### src/rtl/regfile_write_arbiter.sv
// regfile_write_arbiter
// Owns the single register-file write port. ALU writeback always wins the
// port; multdiv results are buffered in a small FIFO and drained whenever the
// ALU is idle. If the FIFO is empty, a multdiv result bypasses the buffer.
// A younger ALU write to the same register squashes buffered entries (WAW).
// Decode can query buffered destinations for RAW hazards.
//
// Ports:
//   clock, ctrl_reset             clock / async active-high reset
//   alu_we, alu_rd, alu_data      ALU writeback (never stalls)
//   md_valid, md_rd, md_data      multdiv result offer
//   md_ready                      FIFO has space
//   ctrl_readRegA/B               hazard query addresses
//   hazard_A/B                    query matches a valid buffered entry
//   ctrl_writeEnable/WriteReg,
//   data_writeReg                 registered register-file write port
//   buf_count                     occupied FIFO entries
module regfile_write_arbiter #(
   parameter int unsigned DEPTH  = 4,
   parameter int unsigned ADDR_W = 5,
   parameter int unsigned DATA_W = 32
) (
   input  logic                   clock,
   input  logic                   ctrl_reset,
   input  logic                   alu_we,
   input  logic [ADDR_W-1:0]      alu_rd,
   input  logic [DATA_W-1:0]      alu_data,
   input  logic                   md_valid,
   input  logic [ADDR_W-1:0]      md_rd,
   input  logic [DATA_W-1:0]      md_data,
   output logic                   md_ready,
   input  logic [ADDR_W-1:0]      ctrl_readRegA,
   input  logic [ADDR_W-1:0]      ctrl_readRegB,
   output logic                   hazard_A,
   output logic                   hazard_B,
   output logic                   ctrl_writeEnable,
   output logic [ADDR_W-1:0]      ctrl_writeReg,
   output logic [DATA_W-1:0]      data_writeReg,
   output logic [$clog2(DEPTH):0] buf_count
);

   localparam int unsigned PTR_W = $clog2(DEPTH);
   localparam int unsigned CNT_W = PTR_W + 1;

   // FIFO storage and pointers
   logic [ADDR_W-1:0] rd_q   [DEPTH];
   logic [ADDR_W-1:0] rd_d   [DEPTH];
   logic [DATA_W-1:0] data_q [DEPTH];
   logic [DATA_W-1:0] data_d [DEPTH];
   logic [DEPTH-1:0]  vld_q, vld_d;
   logic [PTR_W-1:0]  wr_ptr_q, wr_ptr_d;
   logic [PTR_W-1:0]  rd_ptr_q, rd_ptr_d;
   logic [CNT_W-1:0]  count_q, count_d;

   // Write-port output registers
   logic              we_q, we_d;
   logic [ADDR_W-1:0] wreg_q, wreg_d;
   logic [DATA_W-1:0] wdata_q, wdata_d;

   logic alu_wr, md_xfer, md_live, fifo_empty;
   logic do_pop, do_bypass, do_push;

   assign md_ready         = (count_q < CNT_W'(DEPTH));
   assign buf_count        = count_q;
   assign ctrl_writeEnable = we_q;
   assign ctrl_writeReg    = wreg_q;
   assign data_writeReg    = wdata_q;

   always_comb begin
      alu_wr     = alu_we && (alu_rd != '0);
      md_xfer    = md_valid && md_ready;
      // r0 transfers are consumed without buffering or writing
      md_live    = md_xfer && (md_rd != '0);
      fifo_empty = (count_q == '0);
      do_pop     = !alu_wr && !fifo_empty;
      do_bypass  = !alu_wr && fifo_empty && md_live;
      do_push    = md_live && !do_bypass;
   end

   // Port selection: ALU, then FIFO head, then bypass
   always_comb begin
      we_d    = 1'b0;
      wreg_d  = wreg_q;
      wdata_d = wdata_q;
      if (alu_wr) begin
         we_d    = 1'b1;
         wreg_d  = alu_rd;
         wdata_d = alu_data;
      end else if (!fifo_empty) begin
         // A squashed head is still freed but issues no write
         if (vld_q[rd_ptr_q]) begin
            we_d    = 1'b1;
            wreg_d  = rd_q[rd_ptr_q];
            wdata_d = data_q[rd_ptr_q];
         end
      end else if (md_live) begin
         we_d    = 1'b1;
         wreg_d  = md_rd;
         wdata_d = md_data;
      end
   end

   // FIFO next state. Valid bits of free entries are always kept at zero so the
   // hazard and squash logic can scan every slot without occupancy masking.
   always_comb begin
      vld_d    = vld_q;
      rd_d     = rd_q;
      data_d   = data_q;
      wr_ptr_d = wr_ptr_q;
      rd_ptr_d = rd_ptr_q;
      count_d  = count_q;

      if (alu_wr) begin
         for (int i = 0; i < DEPTH; i++) begin
            if (rd_q[i] == alu_rd) vld_d[i] = 1'b0;
         end
      end
      if (do_pop) begin
         vld_d[rd_ptr_q] = 1'b0;
         rd_ptr_d        = rd_ptr_q + PTR_W'(1);
      end
      // Applied after the squash so a same-edge push is never squashed
      if (do_push) begin
         vld_d[wr_ptr_q]  = 1'b1;
         rd_d[wr_ptr_q]   = md_rd;
         data_d[wr_ptr_q] = md_data;
         wr_ptr_d         = wr_ptr_q + PTR_W'(1);
      end

      unique case ({do_push, do_pop})
         2'b10:   count_d = count_q + CNT_W'(1);
         2'b01:   count_d = count_q - CNT_W'(1);
         default: count_d = count_q;
      endcase
   end

   // Hazard query against valid buffered destinations
   always_comb begin
      hazard_A = 1'b0;
      hazard_B = 1'b0;
      for (int i = 0; i < DEPTH; i++) begin
         if (vld_q[i] && (rd_q[i] == ctrl_readRegA) && (ctrl_readRegA != '0)) hazard_A = 1'b1;
         if (vld_q[i] && (rd_q[i] == ctrl_readRegB) && (ctrl_readRegB != '0)) hazard_B = 1'b1;
      end
   end

   always_ff @(posedge clock or posedge ctrl_reset) begin
      if (ctrl_reset) begin
         for (int i = 0; i < DEPTH; i++) begin
            rd_q[i]   <= '0;
            data_q[i] <= '0;
         end
         vld_q    <= '0;
         wr_ptr_q <= '0;
         rd_ptr_q <= '0;
         count_q  <= '0;
         we_q     <= 1'b0;
         wreg_q   <= '0;
         wdata_q  <= '0;
      end else begin
         rd_q     <= rd_d;
         data_q   <= data_d;
         vld_q    <= vld_d;
         wr_ptr_q <= wr_ptr_d;
         rd_ptr_q <= rd_ptr_d;
         count_q  <= count_d;
         we_q     <= we_d;
         wreg_q   <= wreg_d;
         wdata_q  <= wdata_d;
      end
   end

endmodule

### config.mk
export PLATFORM = sky130hd
export DESIGN_NAME = regfile_write_arbiter
export DESIGN_NICKNAME = d
export VERILOG_FILES = /design/src/rtl/regfile_write_arbiter.sv
export SDC_FILE = /design/constraint.sdc
export NUM_CORES = 1
export LEC_CHECK = 0
export CAP_MARGIN = 0
export CORE_MARGIN = 10
export CORE_UTILIZATION = 40
export CTS_CLUSTER_SIZE = 14
export DETAILED_ROUTE_END_ITERATION = 7
export HOLD_SLACK_MARGIN = 0.12
export PLACE_DENSITY = 0.74
export REMOVE_ABC_BUFFERS = 1
export SKIP_CTS_REPAIR_TIMING = 1
export SKIP_LAST_GASP = 1
export SYNTH_ARGS = -nofsm -noshare
export SYNTH_HDL_FRONTEND = slang
export SYNTH_SLANG_ARGS = --single-unit
### constraint.sdc
create_clock -name clock -period 5.9 [get_ports clock]
set_clock_uncertainty 0.15 [all_clocks]
set_input_delay 0.885 -clock clock [delete_from_list [all_inputs] [get_ports clock]]
set_output_delay 0.885 -clock clock [all_outputs]
set_load 0.03 [all_outputs]
==> flow_summary_export.csv <==
group,metric,value,unit
status,status,"finished, final reports clean",
worst_setup_path,r2r-start,"buf_count[0]",
pwr,p_per_area,565,mW/mm²
worst_setup_path,max_stage_delay,670,ps
pwr,switchingPower,2.42,mW
floorplanning,ioPinCount,132,
placement,io_buffers,131,
routing,drt-initial-drc-count,454,
pwr,ir_worst_vdd,0.000312,V
logic_synthesis,synth_top_cell_area_share,0.499,
logic_synthesis,syn_inst,813,
hold_path,hold_class,"reg2reg",
timing,finalWorstSetupSlack,1750,ps
global_route,grt_first_pass_wirelength,38.7,mm
floorplanning,row_count,57,
logic_synthesis,synth_area_leaders,"dfrtp_1 (50%), mux2_1 (8.7%), mux4_2 (8.7%)",
global_route,grt_pass1_vias,7084,
global_route,grt_max_degree,108,
timing,hold_viol,0,
floorplanning,start_util,0.406,
worst_setup_path,critPathRequiredTime,4870,ps
clock_network,cts_tree,"built",
worst_setup_path,crit_end,"hazard_A",
pwr,power.internal,4.36,mW
worst_setup_path,cp_slowest_cell,"clkdlybuf4s50_1",
global_route,busiest_layer,"met2",
logic_synthesis,synth.largest_area_cell,"dfrtp_1",
floorplanning,die_w,177,µm
worst_setup_path,startpoint,"ctrl_readRegA[0]",
clock_network,insertion_delay,430,ps
timing,report.final.slew_viol_count,0,
global_route,antenna_found_initial,1,
clock_network,root_buffer,"clkbuf_16",
routing,via_count,6611,
final_layout,syn_to_final_growth,21.5,%
worst_setup_path,r2r-end,"data_q[77]",
timing,slew_headroom,0.236,
floorplanning,die-area,0.0314,mm²
logic_synthesis,yosysWarnings,0,
worst_setup_path,crit_path_frequent_cell,"clkdlybuf4s50_1",
pwr,p_leak,4.99,nW
global_route,grt-ovfl-total,0,
logic_synthesis,syn_avg_cell_area,12.2,µm²
timing,fmaxAchievable,241,MHz
routing,antenna_left,0,
pwr,p_seq_frac,0.390,
final_layout,drive_above_1_share,0.176,
logic_synthesis,synth_edf_count,0,
clock_network,clock_sinks,197,
timing,post-route-min-period,4150,ps
timing,min_period_over_period,0.704,
routing,drc,0,
routing,wirelength,24.2,mm
routing,via_per_inst,5.32,
placement,gp_congestion,0.942,
pwr,pwr-share-clk,0.198,
logic_synthesis,ys_seq_area_frac,0.499,
floorplanning,core,0.0243,mm²
logic_synthesis,netlist_area,0.00988,mm²
global_route,met3_usage,0.0427,
final_layout,fin_nets,1004,
final_layout,num_antenna_cells,0,
final_layout,finalNonFillerCells,1243,
floorplanning,fp.dieH,177,µm
worst_setup_path,crit_path_max_fanout,5,
worst_setup_path,crit_type,"in2out",
worst_setup_path,critPathLaunchType,"primary input",
timing,worst_pin_slew,1150,ps
placement,dp.cells,1211,
logic_synthesis,synth-async-reset-ratio,1.00,
worst_setup_path,cp_cell_sequence,"clkdlybuf4s50_1, xor2_1, nor4_1, nand3_1, nand4_1, o21a_1, clkdlybuf4s50_1",
routing,dr.pass1.iters,4,
routing,drt-wirelength-per-cell,19.5,µm
worst_setup_path,cp.arrival,3120,ps
logic_synthesis,synthTopCellsByCount,"dfrtp_1 (197), nand2_1 (81), mux2_1 (76)",
timing,setup_viol,0,
global_route,grt_usage,0.157,
hold_path,holdCritStartpoint,"data_q[104]",
worst_setup_path,critical_path.endpoint_type,"output port",
logic_synthesis,ys_types,33,
job,cap_violations,0,
placement,place_ws,1750,ps
logic_synthesis,synth.most_common_cell,"dfrtp_1",
clock_network,cts_buffers,17,
worst_setup_path,worst_r2r_path_depth,5,
clock_network,path_clk_slew,60,ps
pwr,swShare,0.357,
global_route,gr-usage-met2,0.264,
clock_network,clockBufferDepth,2,
pwr,combPwrFrac,0.413,
clock_network,cts.htree.levels,4,
logic_synthesis,yosys_most_used_dff,"dfrtp_1",
logic_synthesis,ys_ff_latch,197,
worst_setup_path,reg2reg_slack,2980,ps
global_route,use_met1,0.192,
final_layout,fillers,2096,
timing,rsz0062_at_grt,"false",
placement,dp_hpwl,15.7,mm
-- worst min-delay path by stage --
stage	to	slack (ps)	cells past startpoint
after floorplan	data_q[32]	310	1
after global placement	data_q[42]	320	1
after detailed placement	data_q[42]	330	1
after CTS	data_q[42]	340	1
after global routing	data_q[104]	350	1
final	data_q[104]	340	1
-- layer usage --
layer  up-vias  wire length [µm]
met5         -                13
met1      3360             10500
met4         2               478
met2       158             11800
li1       3050                 -
met3        41              1470
-- per-stage QoR --
| step | hold WS [ps] | util | instance area (µm²) | power (mW) | setup TNS (ps) |
|---|---|---|---|---|---|
| after floorplan | 309 | - | 9510 | 4.54 | -99280 |
| after global placement | 318 | 0.466 | 11300 | 5.39 | 0 |
| after detailed placement | 328 | 0.466 | 11300 | 5.49 | 0 |
| after CTS | 344 | 0.494 | 12000 | 6.86 | 0 |
| after global routing | 353 | 0.494 | 12000 | 7.24 | 0 |
| final | 340 | 0.494 | 12000 | 6.79 | 0 |
-- logic make-up (layout without fill, tap and decap cells) --
| family | Yosys count | in the layout | share of synthesized area |
|---|---|---|---|
| compound gates | 86 | 86 | 0.0463 |
| xor+xnor | 65 | 65 | 0.0576 |
| fa+ha+maj | 10 | 10 | 0.0134 |
| buf+inv | 75 | 181 | 0.0416 |
| flops | 197 | 197 | 0.499 |
| mux | 187 | 187 | 0.256 |
| simple gates | 193 | 193 | 0.0861 |
-- flip-flops by register name, summed over array words and instances, names as in the netlist --
name and count:
ctrl_writeEnable 1, wr_ptr_q 2, buf_count 3, vld_q 4, rd_q 20, rd_ptr_q 2, data_q 128, data_writeReg 32
ctrl_writeReg 5
-- worst max-delay path, delay by kind of cell --
family | cells | cell delay, ps
buf+inv | 2 | 1320
compound gates | 1 | 130
xor+xnor | 1 | 160
simple gates | 3 | 620
-- power groups by stage --
| stage | sequential, mW | combinational [mW] | clock (mW) |
|---|---|---|---|
| global placement | 2.63 | 2.76 | 0 |
| finish | 2.64 | 2.80 | 1.34 |
| global route | 2.74 | 3.07 | 1.42 |
| CTS | 2.65 | 2.84 | 1.37 |
| detailed placement | 2.67 | 2.82 | 0 |
| floorplan | 2.76 | 1.78 | 0 |
-- layout make-up --
| class | instances | area, µm² | share of cell area |
|---|---|---|---|
| sequential | 197 | 4930 | 0.411 |
| multi-input combinational | 541 | 4570 | 0.380 |
| timing repair buffer | 139 | 1370 | 0.114 |
| clock buffer | 20 | 467 | 0.0388 |
| tap | 324 | 405 | 0.0337 |
| clock inverter | 12 | 224 | 0.0186 |
| inverter | 10 | 45.0 | 0.00375 |
-- placed cells by master, fill, tap and decap left out, types with 2 or more instances in the layout --
| cell type | instances |
|---|---|
| xnor2_1 | 24 |
| mux2_1 | 76 |
| o211ai_1 | 2 |
| nor4_1 | 12 |
| xor2_1 | 41 |
| buf_4 | 8 |
| mux2_2 | 72 |
| nand2_1 | 77 |
| o21ai_0 | 41 |
| clkdlybuf4s50_1 | 131 |
| mux4_2 | 38 |
| clkbuf_16 | 17 |
| a31oi_1 | 2 |
| o21a_1 | 2 |
| inv_1 | 9 |
| clkinv_2 | 2 |
| nand3_1 | 53 |
| clkinv_4 | 3 |
| nor2_1 | 38 |
| nand4_1 | 2 |
| a21oi_1 | 35 |
| ha_1 | 9 |
| a32oi_1 | 2 |
| bufinv_16 | 6 |
| nand2_2 | 4 |
| or4_1 | 3 |
| dfrtp_1 | 195 |
| clkbuf_8 | 3 |
(Power assumes the default switching activity.)
